## config.mk

```make
export PLATFORM = sky130hd
export DESIGN_NAME = image1_downsample2x
export DESIGN_NICKNAME = d
export VERILOG_FILES = /design/src/rtl/image1_downsample2x.sv
export SDC_FILE = /design/constraint.sdc
export NUM_CORES = 2
export LEC_CHECK = 0
export CORE_MARGIN = 1.5
export CORE_UTILIZATION = 50
export CTS_BUF_LIST = sky130_fd_sc_hd__clkbuf_8
export DETAILED_ROUTE_END_ITERATION = 12
export GPL_ROUTABILITY_DRIVEN = 1
export HOLD_SLACK_MARGIN = 0.12
export PLACE_DENSITY = 0.65
export SYNTH_ARGS = -nofsm -noshare
export SYNTH_HDL_FRONTEND = slang
export SYNTH_MEMORY_MAX_BITS = 65536
export SYNTH_SLANG_ARGS = --single-unit
```

## constraint.sdc

```tcl
create_clock -name CLK -period 15.4 [get_ports CLK]
set_input_delay 2.31 -clock CLK [delete_from_list [all_inputs] [get_ports CLK]]
set_output_delay 2.31 -clock CLK [all_outputs]
set_load 0.02 [all_outputs]
```

## src/rtl/image1_downsample2x.sv

```systemverilog
`default_nettype none
// ============================================================================
// Module      : image1_downsample2x
// Description : 2x2 box-average downsampler for a raster pixel stream using
//               the SEND/ACK/RDY/COUNT actor token handshake. One output
//               token per 2x2 block, raster order, round-half-up average.
// Revision    : 1.0 - initial release
// ============================================================================
module image1_downsample2x #(
    parameter int IMG_W = 512,
    parameter int IMG_H = 512,
    parameter int DW    = 16
) (
    input  logic          CLK,
    input  logic          RESET,
    input  logic [DW-1:0] In1_DATA,
    input  logic          In1_SEND,
    input  logic [15:0]   In1_COUNT,
    output logic          In1_ACK,
    output logic [DW-1:0] Out1_DATA,
    output logic          Out1_SEND,
    output logic [15:0]   Out1_COUNT,
    input  logic          Out1_RDY,
    input  logic          Out1_ACK
);

    localparam int c_CW    = $clog2(IMG_W);
    localparam int c_RW    = $clog2(IMG_H);
    localparam int c_LBD   = IMG_W / 2;
    localparam int c_LBW   = (IMG_W > 2) ? $clog2(IMG_W / 2) : 1;

    typedef enum logic [0:0] {
        EVEN_ROW = 1'b0,
        ODD_ROW  = 1'b1
    } state_t;

    state_t              r_state;
    logic [c_CW-1:0]     r_col;
    logic [c_RW-1:0]     r_row;
    logic [DW:0]         r_hsum;
    logic [DW-1:0]       r_out_reg;
    logic                r_out_valid;
    logic [DW:0]         r_linebuf [c_LBD];

    logic                w_stall;
    logic                w_accept;
    logic                w_col_last;
    logic                w_row_last;
    logic                w_load;
    logic [c_LBW-1:0]    w_lb_idx;
    logic [DW:0]         w_lb_rd;
    logic [DW:0]         w_hpair;
    logic [DW+1:0]       w_sum;
    logic [DW+1:0]       w_round;
    logic                w_unused;

    // Handshake: input is held off only while a finished token waits on downstream.
    // Gating with RESET keeps In1_ACK low for the whole reset interval.
    assign w_stall    = r_out_valid & ~Out1_RDY;
    assign In1_ACK    = In1_SEND & ~w_stall & RESET;
    assign w_accept   = In1_ACK;
    assign Out1_SEND  = r_out_valid & Out1_RDY;
    assign Out1_DATA  = r_out_reg;
    assign Out1_COUNT = 16'h0001;

    assign w_col_last = (r_col == c_CW'(IMG_W - 1));
    assign w_row_last = (r_row == c_RW'(IMG_H - 1));

    // Odd column of an odd row completes a 2x2 block.
    assign w_load     = w_accept & r_col[0] & (r_state == ODD_ROW);

    assign w_lb_idx   = c_LBW'(r_col >> 1);
    assign w_lb_rd    = r_linebuf[w_lb_idx];
    assign w_hpair    = r_hsum + (DW + 1)'(In1_DATA);
    assign w_sum      = {1'b0, w_lb_rd} + {1'b0, r_hsum} + {2'b00, In1_DATA};
    assign w_round    = w_sum + (DW + 2)'(2);

    // Inputs that carry no information for this actor, plus discarded rounding bits.
    assign w_unused   = ^{In1_COUNT, Out1_ACK, w_round[1:0]};

    // Raster position counters and row-parity state, advanced on accepted pixels.
    always_ff @(posedge CLK or negedge RESET) begin
        if (!RESET) begin
            r_col   <= '0;
            r_row   <= '0;
            r_state <= EVEN_ROW;
        end else if (w_accept) begin
            if (w_col_last) begin
                r_col   <= '0;
                r_row   <= w_row_last ? '0 : r_row + 1'b1;
                r_state <= (r_state == EVEN_ROW) ? ODD_ROW : EVEN_ROW;
            end else begin
                r_col   <= r_col + 1'b1;
            end
        end
    end

    // Horizontal partial sum: holds the even-column pixel of the current pair.
    always_ff @(posedge CLK or negedge RESET) begin
        if (!RESET) begin
            r_hsum <= '0;
        end else if (w_accept && !r_col[0]) begin
            r_hsum <= {1'b0, In1_DATA};
        end
    end

    // Line buffer of even-row pair sums; contents need no reset.
    always_ff @(posedge CLK) begin
        if (w_accept && r_col[0] && (r_state == EVEN_ROW)) begin
            r_linebuf[w_lb_idx] <= w_hpair;
        end
    end

    // Output token register: reload wins over drain so back-to-back results have no bubble.
    always_ff @(posedge CLK or negedge RESET) begin
        if (!RESET) begin
            r_out_reg   <= '0;
            r_out_valid <= 1'b0;
        end else if (w_load) begin
            r_out_reg   <= w_round[DW+1:2];
            r_out_valid <= 1'b1;
        end else if (Out1_SEND) begin
            r_out_valid <= 1'b0;
        end
    end

endmodule
`default_nettype wire
```

==> flow_summary.ini <==
[run_status]
status = completed

[routing]
via_count = 81100
post_drt_wl_per_cell_um = 33.7
ant_nets = 0
dr.first_iter.drc_count = 10400
viasPerCell = 6.29
drt_pass1_iterations = 6
drcViolationCount = 0
wl_um = 435000

[grt]
grt_start_max_net_pins = 225
grtUsageTotal_pct = 25.3
grt_overflow = 0
antenna_found_initial = 18
grt_pass1_vias = 81200
grt_pass1_wl_um = 607000

[layout]
multiInputGateArea_mm2 = 0.0371
area_delta_synth_final_pct = 11.9
fill_cells = 24700
drive_gt1_share_pct = 34.4
regArea_mm2 = 0.132
final_nets = 7906
fin_area_mm2 = 0.190

[synth]
yosys_warnings = 0
synth-main-ff-cell = edfxtp_1
synth_top_cell_area_share_pct = 76.8
ys_seq_area_share_pct = 77.4
synth_commonest_cells = edfxtp_1, mux4_2, nor2_1
synthArstFlopShare_pct = 0.978
syn-cell-area_mm2 = 0.170
synth-edff-count = 4352
synthCells = 7095
avgSynthCellArea_um2 = 24.0
synth_seq_cells = 4395
synth.distinct_cells = 67
ys_top_cells_by_area = edfxtp_1, mux4_2, nor2_1
yosysMostFrequentCell = edfxtp_1
synth_top_area_cell = edfxtp_1

[critical_path]
cpLargestDelayFamily = buffers and inverters
end_kind = register
path_cells = buf_12 > buf_4 > buf_4 > mux4_2 > mux4_2 > a32oi_1 > nand4_1 > nand4b_1 > fa_1 > ha_1 > and4_1 > a221o_1 > nand4_1 > nand2_1 > a21oi_1 > o21bai_1 > a211oi_1 > a21oi_1
cp_slowest_cell = dfrtp_4
startpoint = r_col[1]
reg2reg_slack_ns = 6.95
start_kind = register
critPathBufInv = 3
cp.required_ns = 16.50
cp_slowest_stage_delay_ns = 0.84
worstPathArrival_ns = 9.55
timing.rr.start = r_col[1]
worstPathMaxFanout = 86
path_class = register to register

[flow_run]
cap_violations = 0

[pwr]
leakagePower_uw = 0.0591
seqPwrFrac_pct = 44.0
clkPwrFrac_pct = 24.9
p_int_uw = 23700
ir_drop_uv = 225
switching_share_pct = 33.1
net-switching-power_uw = 11700
p_per_area_mw_per_mm2 = 186
pwr-share-comb_pct = 31.0

[die]
fp.dieW_um = 586
die_y_um = 586
rows = 214
io_pins = 71
die-area_mm2 = 0.344
core_area_mm2 = 0.339
start_util_pct = 50.2

[timing]
hold_viol = 0
drv_slew = 0
whs_ns = 0.476
tightestPinTransition_ns = 1.40
fin_crit_sh_pct = 54.9
final-setup-viol-count = 0
finalWorstPathRequiredPeriod_ns = 8.45
slew_headroom_pct = 6.51
fin_skew_ns = 0.0906
grt_setup_unrepaired = false
max_freq_mhz = 118
setup_tns_ns = 0

[clock_tree]
postCtsHoldBufs = 0
numCtsBuffers = 682
clockBufferDepth = 4
root_buffer = clkbuf_8
cts.sink_count = 4395
postCtsSetupBuffers = 0
clock_latency_ns = 1.26
cts_resized = 0
cts-htree-levels = 6
cts_tree = built
cts.reportedPaths.clkPinSlew_ns = 0.06

[hold_path]
hold_start = Out1_DATA[9]
hold_path_class = register to register

[placed_design]
place_congestion = 0.860
placed_cell_area_mm2 = 0.178
dp_hpwl_um = 241000
io_buffer_count = 37
kinds of logic after synthesis:
| group | Yosys count | synth area share (%) |
|---|---|---|
| AO/OA/AOI/OAI | 216 | 0.857 |
| other | 2 | 0.00441 |
| flip-flops | 4395 | 77.4 |
| adder cells (fa/ha/maj) | 51 | 0.446 |
| XOR/XNOR | 26 | 0.134 |
| buffers and inverters | 424 | 1.30 |
| AND/OR/NAND/NOR | 526 | 1.31 |
| multiplexers | 1455 | 18.5 |
area by class of cell:
cell class | count | area share [%]
Sequential cell | 4395 | 69.2
Clock buffer | 688 | 4.97
Tap cell | 4536 | 2.98
Antenna cell | 9 | 0.0118
Clock inverter | 520 | 1.39
Timing Repair Buffer | 425 | 1.85
Inverter | 24 | 0.0513
Multi-Input combinational cell | 2290 | 19.5
final timing paths:
path,depth (start not counted),end
max reg2reg,18,Out1_DATA[15]
min reg2reg,2,Out1_DATA[9]
min,2,Out1_DATA[9]
max,18,Out1_DATA[15]
max in group asynchronous,2,r_col[6]
min in group asynchronous,2,Out1_DATA[1]
layer usage:
metal | part of all wire, % | track usage (%)
met5 | 0.0078 | 0
met4 | 3.5 | 8.59
met3 | 10 | 5.32
met2 | 48 | 40.1
met1 | 38 | 35.3
stage by stage:
| step | cells | power, uW | setup slack, ns | util, % |
|---|---|---|---|---|
| floorplan | 7109 | 23400 | 2.25 | - |
| global placement | 11700 | 26600 | 6.82 | 52.5 |
| detailed placement | 11700 | 26900 | 6.72 | 52.5 |
| CTS | 12900 | 35600 | 6.95 | 56.1 |
| global route | 12900 | 36600 | 6.63 | 56.1 |
| finish | 12900 | 35400 | 6.95 | 56.1 |
registers in the layout (all words and copies together), names as in the netlist:
| register | cells |
|---|---|
| r_hsum | 16 |
| r_linebuf | 4352 |
| r_out_valid | 1 |
| r_state | 1 |
| r_col | 9 |
| Out1_DATA | 16 |
placed cells by master (no fill, tap or decap), types with 49 or more instances in the layout:
master	Yosys	routed
edfxtp_1	4352	4352
mux4_2	1350	1350
clkbuf_8	0	688
buf_4	68	368
nor2_2	0	254
inv_1	22	248
clkinv_1	1	182
nand2_1	103	95
mux2i_1	78	78
o21ai_0	49	49
nand3_1	51	49
a22oi_1	49	49
power groups by stage:
stage	Combinational (uW)	Sequential (uW)	Clock (uW)
6_report	11000	15600	8840
5_1_grt	11500	15600	9480
4_1_cts	11000	15600	9000
3_5_place_dp	11000	15800	0
3_3_place_gp	10800	15800	0
2_1_floorplan	6770	16600	0
worst register-to-register path: cells and delay by family (launching register included):
family                   cells  cell delay, ns
buffers and inverters        3            2.42
flip-flops                   1            0.84
multiplexers                 2            1.15
AND/OR/NAND/NOR              5            1.32
adder cells (fa/ha/maj)      2            0.99
AO/OA/AOI/OAI                6            1.59
Note: power is estimated with default switching activity, not from simulation.
